### config.mk
export PLATFORM = sky130hd
export DESIGN_NAME = spi_bit_sequencer_flat
export DESIGN_NICKNAME = d
export VERILOG_FILES = /design/src/rtl/spi_bit_sequencer_if.sv /design/src/rtl/spi_bit_sequencer.sv /design/src/flat_wrapper.sv
export SDC_FILE = /design/constraint.sdc
export NUM_CORES = 1
export LEC_CHECK = 0
export CORE_ASPECT_RATIO = 2
export CORE_MARGIN = 5
export CORE_UTILIZATION = 60
export DETAILED_ROUTE_END_ITERATION = 16
export GPL_TIMING_DRIVEN = 0
export PLACE_DENSITY = 0.93
export SETUP_SLACK_MARGIN = 0.02
export SLEW_MARGIN = 10
export SYNTH_ARGS = -nofsm -noshare
export SYNTH_HDL_FRONTEND = slang
export SYNTH_SLANG_ARGS = --single-unit
### constraint.sdc
create_clock -name spi_clk -period 4.65 [get_ports spi_clk]
set_input_delay 0.93 -clock spi_clk [delete_from_list [all_inputs] [get_ports spi_clk]]
set_output_delay 0.93 -clock spi_clk [all_outputs]
set_load 0.01 [all_outputs]
### src/rtl/spi_bit_sequencer_if.sv
// ============================================================================
// Module   : spi_bit_sequencer_if
// Brief    : Control, memory-port and serial-pin bundle for spi_bit_sequencer.
// Revision : 1.0 - initial release
// ============================================================================
`default_nettype none

interface spi_bit_sequencer_if #(
    parameter int ADDR_W = 14,
    parameter int WAIT_W = 16,
    parameter int REP_W  = 8
);
    logic              start;
    logic              stop;
    logic [ADDR_W-1:0] conf_size;
    logic [WAIT_W-1:0] conf_wait;
    logic [REP_W-1:0]  conf_repeat;
    logic [ADDR_W-1:0] rd_addr;
    logic              rd_data;
    logic [ADDR_W-1:0] wr_addr;
    logic              wr_data;
    logic              wr_en;
    logic              sdi;
    logic              sdo;
    logic              sen;
    logic              sclk_en;
    logic              busy;
    logic              done;

    modport slave (
        input  start, stop, conf_size, conf_wait, conf_repeat, rd_data, sdo,
        output rd_addr, wr_addr, wr_data, wr_en, sdi, sen, sclk_en, busy, done
    );

    modport master (
        output start, stop, conf_size, conf_wait, conf_repeat, rd_data, sdo,
        input  rd_addr, wr_addr, wr_data, wr_en, sdi, sen, sclk_en, busy, done
    );
endinterface

`default_nettype wire

### src/rtl/spi_bit_sequencer.sv
// ============================================================================
// Module   : spi_bit_sequencer
// Brief    : Walks the output-bit memory onto SDI, captures SDO into the
//            input-bit memory, with repeat count and idle gap between transfers.
// Revision : 1.0 - initial release
// ============================================================================
`default_nettype none

module spi_bit_sequencer #(
    parameter int ADDR_W = 14,
    parameter int WAIT_W = 16,
    parameter int REP_W  = 8
) (
    input  wire logic           spi_clk,
    input  wire logic           rst_n,
    spi_bit_sequencer_if.slave  bus
);

    localparam logic [ADDR_W-1:0] c_addr_one = ADDR_W'(1);
    localparam logic [ADDR_W:0]   c_addr_two = (ADDR_W+1)'(2);
    localparam logic [WAIT_W-1:0] c_wait_one = WAIT_W'(1);
    localparam logic [REP_W-1:0]  c_rep_one  = REP_W'(1);

    typedef enum logic [2:0] {
        ST_IDLE   = 3'd0,
        ST_LOAD   = 3'd1,
        ST_SHIFT  = 3'd2,
        ST_WAIT   = 3'd3,
        ST_FINISH = 3'd4
    } state_t;

    state_t            r_state;
    state_t            w_state_next;

    logic [ADDR_W-1:0] r_size;
    logic [WAIT_W-1:0] r_wait;
    logic [REP_W-1:0]  r_repeat;
    logic [ADDR_W-1:0] r_k;
    logic [REP_W-1:0]  r_cnt;
    logic [WAIT_W-1:0] r_wait_cnt;
    logic [ADDR_W-1:0] r_rd_addr;
    logic [ADDR_W-1:0] r_wr_addr;
    logic              r_wr_data;
    logic              r_wr_en;

    logic              w_last_bit;
    logic [REP_W-1:0]  w_cnt_inc;
    logic              w_rep_hit;
    logic              w_wait_over;
    logic [ADDR_W:0]   w_k_plus2;
    logic [ADDR_W-1:0] w_prefetch;

    assign w_last_bit  = (r_k == (r_size - c_addr_one));
    assign w_cnt_inc   = r_cnt + c_rep_one;
    assign w_rep_hit   = (r_repeat != '0) && (w_cnt_inc == r_repeat);
    assign w_wait_over = (r_wait_cnt == (r_wait - c_wait_one));

    // Prefetch address stays inside 0..SIZE-1; past the end it parks at 0,
    // which is exactly what a back-to-back LOAD needs.
    assign w_k_plus2  = {1'b0, r_k} + c_addr_two;
    assign w_prefetch = (w_k_plus2 < {1'b0, r_size}) ? w_k_plus2[ADDR_W-1:0] : '0;

    always_ff @(posedge spi_clk or negedge rst_n) begin
        if (!rst_n) begin
            r_state <= ST_IDLE;
        end else begin
            r_state <= w_state_next;
        end
    end

    always_comb begin
        w_state_next = r_state;
        case (r_state)
            ST_IDLE: begin
                if (bus.start) begin
                    w_state_next = (bus.conf_size != '0) ? ST_LOAD : ST_FINISH;
                end
            end
            ST_LOAD: begin
                w_state_next = ST_SHIFT;
            end
            ST_SHIFT: begin
                if (w_last_bit) begin
                    if (bus.stop || w_rep_hit) begin
                        w_state_next = ST_FINISH;
                    end else if (r_wait == '0) begin
                        w_state_next = ST_LOAD;
                    end else begin
                        w_state_next = ST_WAIT;
                    end
                end
            end
            ST_WAIT: begin
                if (bus.stop) begin
                    w_state_next = ST_FINISH;
                end else if (w_wait_over) begin
                    w_state_next = ST_LOAD;
                end
            end
            ST_FINISH: begin
                w_state_next = ST_IDLE;
            end
            default: begin
                w_state_next = ST_IDLE;
            end
        endcase
    end

    always_ff @(posedge spi_clk or negedge rst_n) begin
        if (!rst_n) begin
            r_size     <= '0;
            r_wait     <= '0;
            r_repeat   <= '0;
            r_k        <= '0;
            r_cnt      <= '0;
            r_wait_cnt <= '0;
            r_rd_addr  <= '0;
            r_wr_addr  <= '0;
            r_wr_data  <= 1'b0;
            r_wr_en    <= 1'b0;
        end else begin
            // Capture pipeline: SDO sampled at the end of bit k is written next cycle.
            r_wr_en <= (r_state == ST_SHIFT);
            if (r_state == ST_SHIFT) begin
                r_wr_addr <= r_k;
                r_wr_data <= bus.sdo;
            end

            case (r_state)
                ST_IDLE: begin
                    if (bus.start && (bus.conf_size != '0)) begin
                        r_size    <= bus.conf_size;
                        r_wait    <= bus.conf_wait;
                        r_repeat  <= bus.conf_repeat;
                        r_cnt     <= '0;
                        r_rd_addr <= '0;
                    end
                end
                ST_LOAD: begin
                    r_k       <= '0;
                    r_rd_addr <= (r_size > c_addr_one) ? c_addr_one : '0;
                end
                ST_SHIFT: begin
                    r_k       <= r_k + c_addr_one;
                    r_rd_addr <= w_prefetch;
                    if (w_last_bit) begin
                        r_cnt      <= w_cnt_inc;
                        r_wait_cnt <= '0;
                    end
                end
                ST_WAIT: begin
                    r_wait_cnt <= r_wait_cnt + c_wait_one;
                    if (w_wait_over) begin
                        r_rd_addr <= '0;
                    end
                end
                default: begin
                end
            endcase
        end
    end

    // Pin-facing controls decode the state directly so reset clears them at once.
    assign bus.sen     = (r_state == ST_SHIFT);
    assign bus.sclk_en = (r_state == ST_SHIFT);
    assign bus.sdi     = (r_state == ST_SHIFT) & bus.rd_data;
    assign bus.busy    = (r_state != ST_IDLE);
    assign bus.done    = (r_state == ST_FINISH);
    assign bus.rd_addr = r_rd_addr;
    assign bus.wr_addr = r_wr_addr;
    assign bus.wr_data = r_wr_data;
    assign bus.wr_en   = r_wr_en;

endmodule

`default_nettype wire

### src/flat_wrapper.sv
// flat-port wrapper written by rule: the top's interface ports become plain ports
module spi_bit_sequencer_flat 
#(
    parameter int ADDR_W = 14,
    parameter int WAIT_W = 16,
    parameter int REP_W  = 8
)
  (spi_clk, rst_n, bus_start, bus_stop, bus_conf_size, bus_conf_wait, bus_conf_repeat, bus_rd_data, bus_sdo, bus_rd_addr, bus_wr_addr, bus_wr_data, bus_wr_en, bus_sdi, bus_sen, bus_sclk_en, bus_busy, bus_done);
  spi_bit_sequencer_if #(.ADDR_W(ADDR_W), .WAIT_W(WAIT_W), .REP_W(REP_W)) bus_i ();
  input  wire logic spi_clk;
  input  wire logic rst_n;
  input wire logic [$bits(bus_i.start)-1:0] bus_start;
  input wire logic [$bits(bus_i.stop)-1:0] bus_stop;
  input wire logic [$bits(bus_i.conf_size)-1:0] bus_conf_size;
  input wire logic [$bits(bus_i.conf_wait)-1:0] bus_conf_wait;
  input wire logic [$bits(bus_i.conf_repeat)-1:0] bus_conf_repeat;
  input wire logic [$bits(bus_i.rd_data)-1:0] bus_rd_data;
  input wire logic [$bits(bus_i.sdo)-1:0] bus_sdo;
  output wire logic [$bits(bus_i.rd_addr)-1:0] bus_rd_addr;
  output wire logic [$bits(bus_i.wr_addr)-1:0] bus_wr_addr;
  output wire logic [$bits(bus_i.wr_data)-1:0] bus_wr_data;
  output wire logic [$bits(bus_i.wr_en)-1:0] bus_wr_en;
  output wire logic [$bits(bus_i.sdi)-1:0] bus_sdi;
  output wire logic [$bits(bus_i.sen)-1:0] bus_sen;
  output wire logic [$bits(bus_i.sclk_en)-1:0] bus_sclk_en;
  output wire logic [$bits(bus_i.busy)-1:0] bus_busy;
  output wire logic [$bits(bus_i.done)-1:0] bus_done;
  assign bus_i.start = bus_start;
  assign bus_i.stop = bus_stop;
  assign bus_i.conf_size = bus_conf_size;
  assign bus_i.conf_wait = bus_conf_wait;
  assign bus_i.conf_repeat = bus_conf_repeat;
  assign bus_i.rd_data = bus_rd_data;
  assign bus_i.sdo = bus_sdo;
  assign bus_rd_addr = bus_i.rd_addr;
  assign bus_wr_addr = bus_i.wr_addr;
  assign bus_wr_data = bus_i.wr_data;
  assign bus_wr_en = bus_i.wr_en;
  assign bus_sdi = bus_i.sdi;
  assign bus_sen = bus_i.sen;
  assign bus_sclk_en = bus_i.sclk_en;
  assign bus_busy = bus_i.busy;
  assign bus_done = bus_i.done;
  spi_bit_sequencer #(.ADDR_W(ADDR_W), .WAIT_W(WAIT_W), .REP_W(REP_W)) u_core (.spi_clk(spi_clk), .rst_n(rst_n), .bus(bus_i));
endmodule
-- After elaboration in Yosys (flattened, before gate mapping)
Cells that the tools add are included.
- add/sub/neg operators: 6
- $lt $le $gt $ge: 2
- equality and inequality tests: 12
- multiplexer cells: 19
- bitwise operators: 1
- reduce and logical (&&, ||, !) cells: 17
- operators by type and width (operator ; number):
    $pmux W14 S4 ; 1
    $mux W14 ; 3
    $pmux W16 S2 ; 1
    $pmux W14 S2 ; 1
    $mux W3 ; 6
    $add A16 B1 Y16 const B ; 1
    $eq A16 B16 Y1 ; 1
    $logic_not A16 Y1 ; 1
    $mux W16 ; 1
    $mux W8 ; 2
    $pmux W8 S2 ; 1
    $sub A16 B1 Y16 const B ; 1
    $add A14 B2 Y15 const B ; 1
    $lt A15 B14 Y1 ; 1
    $add A14 B1 Y14 const B ; 1
    $eq A14 B14 Y1 ; 1
    $gt A14 B1 Y1 const B ; 1
    $reduce_bool A14 Y1 ; 1
    $sub A14 B1 Y14 const B ; 1
    $pmux W3 S4 ; 1
    $reduce_and A3 Y1 ; 3
    $add A8 B1 Y8 const B ; 1
    $eq A8 B8 Y1 ; 1
    $reduce_bool A8 Y1 ; 1
    other kinds (16) ; 23
- register bits after elaboration: 109
- output and inout bits: 35

-- Depth between registers and ports, before layout
- depth in word-level cells: 7
- depth in mapped cells: 15
- depth with buffers taken out: 13

-- Least setup slack after synthesis
No wires, ideal clock.
- kind: register to register
- start point: register u_core.r_k[1]
- end point: register u_core.r_rd_addr[1] (netlist: u_core.bus.rd_addr[1])
- setup time: 0.130 ns
- data arrival time: 2.800 ns
- slack: 1.719 ns
- cell stages (with the launch flop): 14
- clock period less this slack: 2.931 ns
- path through: dfrtp_1 ha_1 clkbuf_1 nand4_1 nor2_1 xor2_1 ha_1 nand4_1 nor2_1 o211ai_1 o211ai_1 or2_2 clkbuf_1 o22ai_1
- cells in the longest elaborated chain, start to end: 4
- RTL lines (element ; line ; text):
    start, declared ; spi_bit_sequencer.sv:38 ; logic [ADDR_W-1:0] r_k;
    start signal, assigned ; spi_bit_sequencer.sv:144 ; r_k <= r_k + c_addr_one;
    $add A14 B2 Y15 * ; spi_bit_sequencer.sv:60 ; assign w_k_plus2 = {1'b0, r_k} + c_addr_two;
    $lt A15 B14 Y1 ; spi_bit_sequencer.sv:61 ; assign w_prefetch = (w_k_plus2 < {1'b0, r_size}) ? w_k_plus2[ADDR_W-1:0] : '0;
    $mux W14 * ; spi_bit_sequencer.sv:61 ;
    $pmux W14 S4 * ; spi_bit_sequencer.sv:129 ; case (r_state)
    end signal, assigned ; spi_bit_sequencer.sv:141 ; r_rd_addr <= (r_size > c_addr_one) ? c_addr_one : '0;
    end signal, assigned ; spi_bit_sequencer.sv:145 ; r_rd_addr <= w_prefetch;
    end, declared ; spi_bit_sequencer.sv:41 ; logic [ADDR_W-1:0] r_rd_addr;
Every way passes the cells marked *; elsewhere a longest branch is shown, timed or not.
A chain may end at the register's enable or synchronous reset.

-- Worst setup path in the final report
- start point: register u_core.r_state[2]
- end point: output port bus_sen
- cells in the longest elaborated chain, start to end: 1
- RTL lines (element ; line ; text):
    start, declared ; spi_bit_sequencer.sv:32 ; state_t r_state;
    start signal, assigned ; spi_bit_sequencer.sv:67 ; r_state <= w_state_next;
    $eq A3 B2 Y1 ; spi_bit_sequencer.sv:164 ; assign bus.sen = (r_state == ST_SHIFT);
    end, declared ; flat_wrapper.sv:24 ; output wire logic [$bits(bus_i.sen)-1:0] bus_sen;
No other way between the ends.

==> out/summary.txt <==
largest family of logic cells by synthesized area = simple AND/OR/NAND/NOR gates
post-CTS setup buffers = 0
Post-DRT Antenna Nets = 0
Worst-path clk slew = 0.08 ns
Iteration-0 DRC Markers = 487
Tot GR Track Use = 27.3%
vias = 6,012
Starting Density = 61.3%
Met3 Wirelength = 786 um
cells after synthesis = 739
simple-gate area share of the yosys netlist = 21.6%
adder-cell share of the synthesized area = 4.10%
Die H = 160 um
final count of hold timing violations = 0
synthesized flop and latch total = 109
share of cells above drive strength 1 = 9.59%
full die area = 13,500 um2
post-route clock period utilization = 90.4%
Worst Path Required = 3.72 ns
Top Layer Used = met4
kind of end point of the critical path = output port
Longest Clk Path Bufs = 2
Synth-to-Final Area Change = 19.2%
Pre-Repair DR Iteration Count = 5
Hold-fix buffers, CTS = 0
skew final = 0.0121 ns
Post-Syn Area = 6710 um2
Synth Area per Inst = 9.08 um2
Cell variety after synth = 65
Pleak = 3.33 nW
Final Slew Violations = 0
multi-input logic area = 3640 um2
post-synthesis mux area share = 7.79%
FF-to-FF Start = u_core.r_k[1]
CTS tree = built
Final min period = 4.21 ns
number of synthesized flops with an enable pin = 0
Num CTS Buffers = 9
final setup vio count = 0
Core Area = 10,900 um2
clock root cell = clkbuf_16
Post-DP HPWL = 13.7 mm
fin area = 8000 um2
top fanout value on the critical path = 12
IO Count = 79
Nets = 895
Post-route DRC = 0
vias in the first global route = 6,154
crit path DAT = 3.28 ns
CP Class = flip-flop to output port
global-route wire length before repair = 29.7 mm
CTS resizes = 0
H-Tree Depth = 3
fmax = 238 MHz
slew of the pin with the lowest slew margin = 0.662 ns
max-cap violations = 0
slew margin rel. = 55.8%
diode count = 0
# rows = 54
RD Place Congestion = 0.969
Hold WC Path Type = input port to async pin
Seq. cell area = 2730 um2
Worst VDD drop = 0.000383 V
Critical Path Start = u_core.r_state[2]
post-synth top area share = 40.6%
overflow left after global routing = 0
unrepaired setup endpoints after global routing = no
Placement Cell Area = 7700 um2
Synth Area in XOR/XNOR = 6.92%
Worst-Skew Late Latency = 0.37 ns
Async SR Flop Fraction = 100%
final core occ = 73.1%
Post-Route WL = 17.9 mm
Seq/Total Area, Yosys = 40.6%
Synth Area in Compound Gates = 13.8%
CP startpoint kind = flip-flop
Die Span X = 84.8 um
Met2 Wirelength = 9.96 mm
Post-synth top flop = dfrtp_1
initial antenna violation count = 0
vias per cell = 6.17
port bufs = 78
synth top area cells = dfrtp_1, mux2_2, nand2_1
cell depth of the worst flop-to-flop path = 13
Syn Nets = 805
post-synth top area cell = dfrtp_1
largest net degree at the start of global routing = 81
Yosys Warn Count = 0
status = complete, no violations
M1 WL = 5.90 mm
Hold Slack = 0.435 ns
pwr/cell area = 519 nW/um2
fill count = 802
clk sink count = 109
Avg WL per Cell = 18.4 um
## sequential cells by signal (all words and copies together) (netlist names)
signal,flops
u_core.bus.wr_en,1
u_core.r_state,3
u_core.r_repeat,8
u_core.r_size,14
u_core.bus.rd_addr,14
u_core.r_k,14
u_core.r_wait,16
u_core.r_cnt,8
u_core.r_wait_cnt,16
u_core.bus.wr_data,1
u_core.bus.wr_addr,14
## per-stage QoR
step,cells,TNS [ns],setup slack (ns),power [mW]
2_1_floorplan,739,0,1.72,2.74
3_3_place_gp,957,-152.09,-1.41,3.26
3_5_place_dp,958,0,0.775,3.34
4_1_cts,974,0,0.487,4.14
5_1_grt,974,0,0.259,4.43
6_report,974,0,0.445,4.16
## report_power, final
part           switching [mW]  total, mW  internal [mW]
logic                    1.03       1.84          0.809
registers               0.326       1.53           1.21
clock network           0.403      0.787          0.384
total                    1.76       4.16           2.40
## worst max-delay path, stage by stage, from the launching register on
cell and delay, ns:
dfrtp_1 0.39, clkbuf_1 0.21, nor2b_1 0.26, nand2_1 0.22, inv_1 0.24, clkbuf_1 0.42
clkbuf_1 0.45, buf_4 0.19, clkdlybuf4s50_1 0.53
## cell usage in the layout, fill, tap and decap left out, types with 9 or more instances in the layout
master,instances
o22ai_1,11
and2_1,11
nor4_1,14
xnor2_1,33
nand3_1,30
inv_1,37
o21ai_0,40
mux2_2,38
o211ai_1,16
clkdlybuf4s50_1,77
nand2_1,102
clkbuf_1,36
a21oi_1,15
nand4_1,17
xor2_1,20
nor3_1,17
clkbuf_16,9
ha_1,22
nor2_1,42
nand2b_1,10
dfrtp_1,109
## logic make-up (layout without fill, tap and decap cells)
logic type	Yosys count	in the layout
AO/OA/AOI/OAI	135	135
XOR/XNOR	53	53
adder cells (fa/ha/maj)	22	22
buffers and inverters	85	180
flip-flops	109	109
multiplexers	47	47
AND/OR/NAND/NOR	288	288
## synthesized netlist by cell type (all sizes together) (5+ instances only)
cell type and count:
dfrtp 109, nand2 102, nor2 42, o21ai 41, mux2 39, inv 37, clkbuf 36, xnor2 33
nand3 30, ha 22, xor2 20, nor3 19, nand4 17, nor4 16, o211ai 16, a21oi 15
buf 12, and2 11, o22ai 11, nand2b 10, and3 8, mux2i 8, o21bai 8, or3 8
or4 6, o31ai 5
## path summary, 6_finish.rpt
path                                                to  slack (ns)
max in group asynchronous              u_core.r_cnt[2]        3.55
worst max-delay path                           bus_sen        0.44
worst min register to register  u_core.bus.wr_addr[11]        0.48
worst min-delay path                  u_core.r_wait[0]        0.43
worst max register to register   u_core.bus.rd_addr[2]        0.71
min in group spi_clk            u_core.bus.wr_addr[11]        0.48
## cell type report
cell class / instances / share of cell area, %
multi-input cells: 545 / 45.5
flip-flops and latches: 109 / 34.1
repair buffers: 79 / 10.1
clock buffers: 9 / 2.81
plain buffers: 48 / 2.61
well taps: 140 / 2.19
inverters: 37 / 1.74
clock inverters: 7 / 0.985
## per-layer routing
layer | vias up | GRT usage (%)
li1 | 2809 | -
met1 | 2866 | 27.0
met2 | 247 | 50.2
met3 | 90 | 3.78
met4 | 0 | 19.9
met5 | - | 0
Note: power is estimated with default switching activity, not from simulation.
